### src/rtl/header_nonce_feeder_pkg.sv
// Shared types and sizes for the block-header nonce feeder.
// Imported by the top level; the nonce iterator is self-contained.
package sha_hdr_pkg;

  localparam int unsigned HDR_W      = 640;
  localparam int unsigned WORD_W     = 32;
  localparam int unsigned HDR_WORDS  = 20;
  localparam int unsigned LOAD_WORDS = 19;

  typedef enum logic [1:0] {
    LOAD,
    RUN,
    DONE
  } state_t;

  typedef logic [4:0] slot_idx_t;

  localparam slot_idx_t LAST_SLOT = 5'(LOAD_WORDS - 1);

endpackage

### src/rtl/hdr_nonce_iter.sv
// Nonce register for a header sweep: loads start/end, advances on step,
// and flags the final nonce of an inclusive (possibly wrapping) range.
module hdr_nonce_iter #(
  parameter int unsigned NONCE_W = 32
) (
  input  logic               clk,
  input  logic               rst_n,
  input  logic               load,
  input  logic [NONCE_W-1:0] start,
  input  logic [NONCE_W-1:0] end_nonce,
  input  logic               step,
  output logic               is_last,
  output logic [NONCE_W-1:0] nonce
);

  logic [NONCE_W-1:0] nonce_q;
  logic [NONCE_W-1:0] end_q;

  always_ff @(posedge clk) begin
    if (!rst_n) begin
      nonce_q <= '0;
      end_q   <= '0;
    end else if (load) begin
      nonce_q <= start;
      end_q   <= end_nonce;
    end else if (step) begin
      // Modular increment makes end < start sweep through the wrap point.
      nonce_q <= nonce_q + {{(NONCE_W-1){1'b0}}, 1'b1};
    end
  end

  assign is_last = (nonce_q == end_q);
  assign nonce   = nonce_q;

endmodule

### src/rtl/header_nonce_feeder.sv
// Loads 19 header words from a 32-bit stream, then emits one 640-bit header
// per downstream handshake while sweeping the nonce over an inclusive range.
module header_nonce_feeder
  import sha_hdr_pkg::*;
#(
  parameter int unsigned WORD_W     = 32,
  parameter int unsigned LOAD_WORDS = 19,
  parameter int unsigned NONCE_W    = 32
) (
  input  logic               clk,
  input  logic               rst_n,
  input  logic               in_valid,
  output logic               in_ready,
  input  logic [WORD_W-1:0]  in_data,
  input  logic               in_last,
  input  logic [NONCE_W-1:0] nonce_start,
  input  logic [NONCE_W-1:0] nonce_end,
  input  logic               abort,
  output logic               hdr_valid,
  input  logic               hdr_ready,
  output logic [HDR_W-1:0]   header,
  output logic               busy,
  output logic               done,
  output logic               frame_err
);

  state_t             state_q, state_d;
  slot_idx_t          count_q;
  logic [WORD_W-1:0]  slots_q [LOAD_WORDS];
  logic               frame_err_q;

  logic               accept;
  logic               hs;
  logic               word_we;
  logic               count_inc;
  logic               count_clr;
  logic               err_set;
  logic               nonce_load;
  logic               nonce_step;
  logic               is_last;
  logic [NONCE_W-1:0] nonce;
  logic [HDR_W-1:0]   hdr_w;

  assign accept = in_valid && (state_q == LOAD);
  assign hs     = hdr_ready && (state_q == RUN);

  hdr_nonce_iter #(
    .NONCE_W (NONCE_W)
  ) u_iter (
    .clk       (clk),
    .rst_n     (rst_n),
    .load      (nonce_load),
    .start     (nonce_start),
    .end_nonce (nonce_end),
    .step      (nonce_step),
    .is_last   (is_last),
    .nonce     (nonce)
  );

  always_ff @(posedge clk) begin
    if (!rst_n) state_q <= LOAD;
    else        state_q <= state_d;
  end

  always_comb begin
    state_d    = state_q;
    word_we    = 1'b0;
    count_inc  = 1'b0;
    count_clr  = 1'b0;
    err_set    = 1'b0;
    nonce_load = 1'b0;
    nonce_step = 1'b0;
    unique case (state_q)
      LOAD: begin
        // abort outranks a word arriving in the same cycle: that word is dropped.
        if (abort) begin
          count_clr = 1'b1;
        end else if (accept) begin
          if (count_q == LAST_SLOT) begin
            count_clr = 1'b1;
            if (in_last) begin
              word_we    = 1'b1;
              nonce_load = 1'b1;
              state_d    = RUN;
            end else begin
              err_set = 1'b1;
            end
          end else if (in_last) begin
            count_clr = 1'b1;
            err_set   = 1'b1;
          end else begin
            word_we   = 1'b1;
            count_inc = 1'b1;
          end
        end
      end
      RUN: begin
        // Handshake in an abort cycle is consumed downstream, but the sweep ends here.
        if (abort) begin
          state_d = LOAD;
        end else if (hs) begin
          if (is_last) state_d = DONE;
          else         nonce_step = 1'b1;
        end
      end
      DONE:    state_d = LOAD;
      default: state_d = LOAD;
    endcase
  end

  always_ff @(posedge clk) begin
    if (!rst_n) begin
      count_q     <= '0;
      frame_err_q <= 1'b0;
      for (int unsigned i = 0; i < LOAD_WORDS; i++) slots_q[i] <= '0;
    end else begin
      frame_err_q <= err_set;
      if (count_clr)      count_q <= '0;
      else if (count_inc) count_q <= count_q + 5'd1;
      if (word_we) slots_q[count_q] <= in_data;
    end
  end

  always_comb begin
    hdr_w = '0;
    for (int unsigned i = 0; i < LOAD_WORDS; i++)
      hdr_w[HDR_W-1-i*WORD_W -: WORD_W] = slots_q[i];
    hdr_w[NONCE_W-1:0] = nonce;
  end

  // Outputs are forced low for the whole reset cycle, not just after it.
  assign in_ready  = rst_n && (state_q == LOAD);
  assign hdr_valid = rst_n && (state_q == RUN);
  assign busy      = rst_n && (state_q == RUN);
  assign done      = rst_n && (state_q == DONE);
  assign frame_err = rst_n && frame_err_q;
  assign header    = rst_n ? hdr_w : '0;

endmodule

### config.mk
export PLATFORM = sky130hd
export DESIGN_NAME = header_nonce_feeder
export DESIGN_NICKNAME = d
export VERILOG_FILES = /design/src/rtl/header_nonce_feeder_pkg.sv /design/src/rtl/hdr_nonce_iter.sv /design/src/rtl/header_nonce_feeder.sv
export SDC_FILE = /design/constraint.sdc
export NUM_CORES = 1
export LEC_CHECK = 0
export CAP_MARGIN = 20
export CORE_AREA = 8 8 281 283
export CTS_CLUSTER_SIZE = 30
export DETAILED_ROUTE_END_ITERATION = 10
export DIE_AREA = 0 0 289 291
export PLACE_DENSITY = 0.7
export SLEW_MARGIN = 20
export SYNTH_ARGS = -nofsm -noshare
export SYNTH_HDL_FRONTEND = slang
export SYNTH_SLANG_ARGS = --single-unit
export TNS_END_PERCENT = 30
### constraint.sdc
create_clock -name clk -period 12.7 [get_ports clk]
set_clock_uncertainty 0.2 [all_clocks]
set_input_delay 3.175 -clock clk [delete_from_list [all_inputs] [get_ports clk]]
set_output_delay 3.175 -clock clk [all_outputs]
set_load 0.005 [all_outputs]
**After elaboration in Yosys (flattened, before gate mapping)**

Memories as Yosys holds them, arrays and structs flattened.
Index checks and enable logic that the tools add are counted.

- Register bits: 72
- Memory bits (writable): 608
- Input bits: 102
- Output and inout bits: 645
- Word-level logic and storage cells: 74
- Memories: 1

Memories:

| memory | words | bits a word | read ports | clocked after Yosys merged registers in | write ports | RTL line | text |
|---|---|---|---|---|---|---|---|
| slots_q | 19 | 32 | 19 | 0 | 19 | header_nonce_feeder.sv:29 | `logic [WORD_W-1:0] slots_q [LOAD_WORDS];` |

- $add $sub $neg: 2
- Equality and inequality tests: 10
- Mux-type cells: 41
- Bitwise operators: 3
- Reductions and logical operators: 12

Operator list:

| cell | count |
|---|---|
| $mux W640 | 1 |
| $mux W32 | 3 |
| $add A32 B1 Y32 const B | 1 |
| $eq A32 B32 Y1 | 1 |
| $reduce_or A32 Y1 | 1 |
| $mux W1 | 28 |
| $mux W2 | 7 |
| $logic_and A1 B1 Y1 | 6 |
| $ne A2 B2 Y1 const B | 3 |
| $ne A3 B3 Y1 const B | 2 |
| $reduce_and A6 Y1 | 1 |
| $add A5 B1 Y5 const B | 1 |
| $eq A5 B5 Y1 const B | 1 |
| $mux W5 | 1 |
| $pmux W2 S2 | 1 |
| $reduce_or A4 Y1 | 1 |
| $not A1 Y1 | 3 |
| $eq A2 B1 Y1 const B | 1 |
| $eq A2 B2 Y1 const B | 1 |
| $logic_not A2 Y1 | 1 |
| $ne A2 B1 Y1 const B | 1 |
| $reduce_bool A2 Y1 | 1 |
| $reduce_or A2 Y1 | 1 |

**Logic depth before layout (Yosys ltp)**

- Depth after elaboration: 10
- Mapped depth: 14
- Depth with buffers taken out: 10

**Cells and area by module**

A second synthesis with hierarchy kept.

- Cell total of the unflattened synthesis: 2550
- Area total of the unflattened synthesis: 30498.0 µm²

By module, submodules not included:

| module | times used | cells each | area an instance (µm²) | sequential area each (µm²) |
|---|---|---|---|---|
| header_nonce_feeder | 1 | 2185 | 27261.1 | 18097.4 |
| hdr_nonce_iter | 1 | 365 | 3236.9 | 1281.2 |

**Worst setup path before layout**

Ideal clock, no wire load.

- Kind: input to output
- From: input port rst_n
- To: output port done
- Data arrival time: 4144 ps
- Data required time: 9325 ps
- Path slack: 5181 ps
- Cell stages on the path: 4
- Buffers on the path: 3
- Path through: clkbuf_1 clkbuf_1 clkbuf_1 and3_1

- Longest elaborated chain between the ends: 1

Ends and longest elaborated chain:

| item | RTL line | text |
|---|---|---|
| start: declaration | header_nonce_feeder.sv:11 | `input logic rst_n,` |
| $logic_and A1 B1 Y1 | header_nonce_feeder.sv:135 | `assign done = rst_n && (state_q == DONE);` |
| end: declaration | header_nonce_feeder.sv:23 | `output logic done,` |

No other way between the ends.

**Final worst setup path**

- From: input port rst_n
- To: output port header[146]

- Longest elaborated chain between the ends: 1

Ends and longest elaborated chain:

| item | RTL line | text |
|---|---|---|
| $mux W640 | header_nonce_feeder.sv:137 | `assign header = rst_n ? hdr_w : '0;` |
| end: declaration | header_nonce_feeder.sv:21 | `output logic [HDR_W-1:0] header,` |

No other way between the ends.

==> metrics.txt <==
FP Rows=about 100; delay-heaviest family, CP=buffers and inverters; post-synthesis sequential area ratio=0.658; Main synth FF type=edfxtp_1; share of layout cells above drive strength 1=0.0642; Initial Util=0.393; PostCTS Resize Cnt=0; clk buf depth=3; number of global-route vias before repair=between 20,000 and 25,000; Post-DP HPWL=roughly 74,000 microns; worst vdd ir=0.107 mV; Mapped Nets=approximately 2,800; Async SR Flop Fraction=0; actual slew at the worst max-slew pin=around 1.2 ns; placer congestion estimate=0.866; final period utilization=0.691; Worst Path Max Fanout=approximately 280; YS warnings=0; crit-path cells=buf_8, buf_12, and2_1, clkdlybuf4s50_1; pwr dens=between 100 and 150 nW/um^2; nets@finish=about 3,400; Post-Place Cells=4,211; DRC Markers=0; crit path kind=in -> out; P_leak=around 14 nW; Die Height=around 290 microns; largest net degree at the start of global routing=between 300 and 400; Vias/cell=around 5.1; Worst Path Required=~9.3 ns; Synth cell types=54; PortBufs=between 700 and 800; Remaining Overflow, GRT=0; arrival time at the worst endpoint=~5.4 ns; MaxCap Viol Count=0; Tmin final=approximately 8.8 ns; clk slew on worst S/H paths=0.06 ns; hold_buf cts=0; number of synthesized flops with an enable pin=approximately 580; Die Wd=between 200 and 300 microns; CP Capture Type=output pin; delay of the slowest critical-path stage=just over 0.6 ns; Slowest cell on crit path=clkdlybuf4s50_1; TritonCTS buffer count=72; Crit path buffers/inverters=3; Setup Buffers After CTS=0; root buffer cell=clkbuf_16; Clock Sinks=slightly below 700; final cell count without fillers=4,344; run status=complete, no violations; worst rel slew slack=0.222; drt wl/cell=roughly 25 microns; RSZ-0062 raised after global routing=false; Setup TNS=0 ns; #FFs+latches synth=680; Total Routed Length=110,000 microns; gr usage total=0.250; Routed Antenna Nets=0; CTS tree=done; core footprint=between 70,000 and 80,000 sq um; Fmax=roughly 0.11 GHz; final slew viol count=0; most frequent cells in the layout=clkdlybuf4s50_1, and2_1, nor2_1; die area=about 84,000 sq um; Hold WC Path Type=reg -> reg; Total Power=0.00492 W; H-tree Lvls=3; Worst Setup Start Kind=input port; Final Hold Viols=0; most common cell after layout, fill and taps aside=clkdlybuf4s50_1; Layout area overhead=36.0%; initial antenna violation count=7; via count=around 22,000; syn_area_per_cell=roughly 11 sq um; Filler Cells Inserted=6,576; Ports=about 750; worst skew pair latency=just over 0.6 ns; Post-Synthesis Cell Area=approximately 30,000 sq um; initial detailed-routing violation count=between 2,000 and 2,500; Pre-antenna DRT Iters=5; Mapped Cells=2,644; Setup violations, final=0; first-pass GRT wire length=roughly 150,000 microns
worst min-delay path, stage by stage, from the launching register on:
cell	delay (ns)
dfxtp_1	0.31
nand2_1	0.05
a21oi_1	0.05
state kept, by name, summed over array words and instances (netlist names):
register,cells
slots_q,608
state_q,2
u_iter.end_q,32
frame_err_q,1
count_q,5
u_iter.nonce,32
final timing paths:
| check | start | endpoint | slack, ns | cells past startpoint |
|---|---|---|---|---|
| worst max-delay path | rst_n | header[146] | 3.92 | 4 |
| worst min-delay path | u_iter.end_q[3]$_SDFFE_PN0P_ | u_iter.end_q[3]$_SDFFE_PN0P_ | 0.27 | 2 |
| worst max register to register | count_q[1]$_SDFFE_PP0P_ | slots_q[16][27]$_SDFFCE_PN0P_ | 7.00 | 9 |
| worst min register to register | u_iter.end_q[3]$_SDFFE_PN0P_ | u_iter.end_q[3]$_SDFFE_PN0P_ | 0.27 | 2 |
cells by family after synthesis:
| group | Yosys count | synth area share |
|---|---|---|
| AO/OA/AOI/OAI | 155 | 0.0307 |
| XOR/XNOR | 49 | 0.0146 |
| adder cells (fa/ha/maj) | 5 | 0.00213 |
| buffers and inverters | 247 | 0.0336 |
| flip-flops | 680 | 0.658 |
| multiplexers | 5 | 0.00174 |
| AND/OR/NAND/NOR | 1503 | 0.259 |
synthesized netlist by cell type (19+ instances only):
| library cell | instances | share of area |
|---|---|---|
| edfxtp_1 | 576 | 0.59 |
| nand2_1 | 125 | 0.016 |
| o21ai_0 | 24 | 0.0041 |
| inv_1 | 20 | 0.0026 |
| inv_2 | 21 | 0.0027 |
| and2_1 | 643 | 0.14 |
| nor2_1 | 631 | 0.080 |
| dfxtp_1 | 104 | 0.071 |
| xor2_1 | 46 | 0.014 |
| nand3_1 | 19 | 0.0032 |
| a21oi_1 | 78 | 0.013 |
| clkbuf_1 | 164 | 0.021 |
| buf_2 | 29 | 0.0049 |
cell type report:
| class | count | area, sq um | share of cell area |
|---|---|---|---|
| timing repair buffer | 795 | 7870 | 0.196 |
| antenna | 3 | 7.51 | 0.000188 |
| tap | 978 | 1220 | 0.0306 |
| clock buffer | 92 | 1930 | 0.0481 |
| inverter | 41 | 154 | 0.00384 |
| clock inverter | 38 | 340 | 0.00850 |
| multi-input combinational | 1717 | 9130 | 0.228 |
| sequential | 680 | 19400 | 0.484 |
metrics by stage:
| stage | hold WS, ns | cell area (sq um) | util | setup WS, ns |
|---|---|---|---|---|
| after CTS | 0.266 | 40000 | 0.535 | 4.00 |
| after detailed placement | 0.259 | 37700 | 0.505 | 4.00 |
| final | 0.267 | 40000 | 0.535 | 3.92 |
| after global routing | 0.284 | 40000 | 0.535 | 3.83 |
| after floorplan | 0.246 | 29400 | - | 5.18 |
| after global placement | 0.253 | 37700 | 0.505 | 4.02 |
power breakdown:
group	switching (W)	internal (W)	total, W
clock	0.000890	0.00116	0.00205
combinational	0.000182	0.000181	0.000363
sequential	0.0000232	0.00248	0.00251
total	0.00110	0.00383	0.00492
layer usage:
metal / global-route usage / part of all wire / vias to the layer above
met5: 0 / 0.00024 / -
met4: 0.133 / 0.058 / 4
met3: 0.0703 / 0.095 / 251
met2: 0.432 / 0.49 / 1137
met1: 0.278 / 0.35 / 10700
li1: - / - / 10100
No activity file was read; power rests on OpenSTA's default activity.
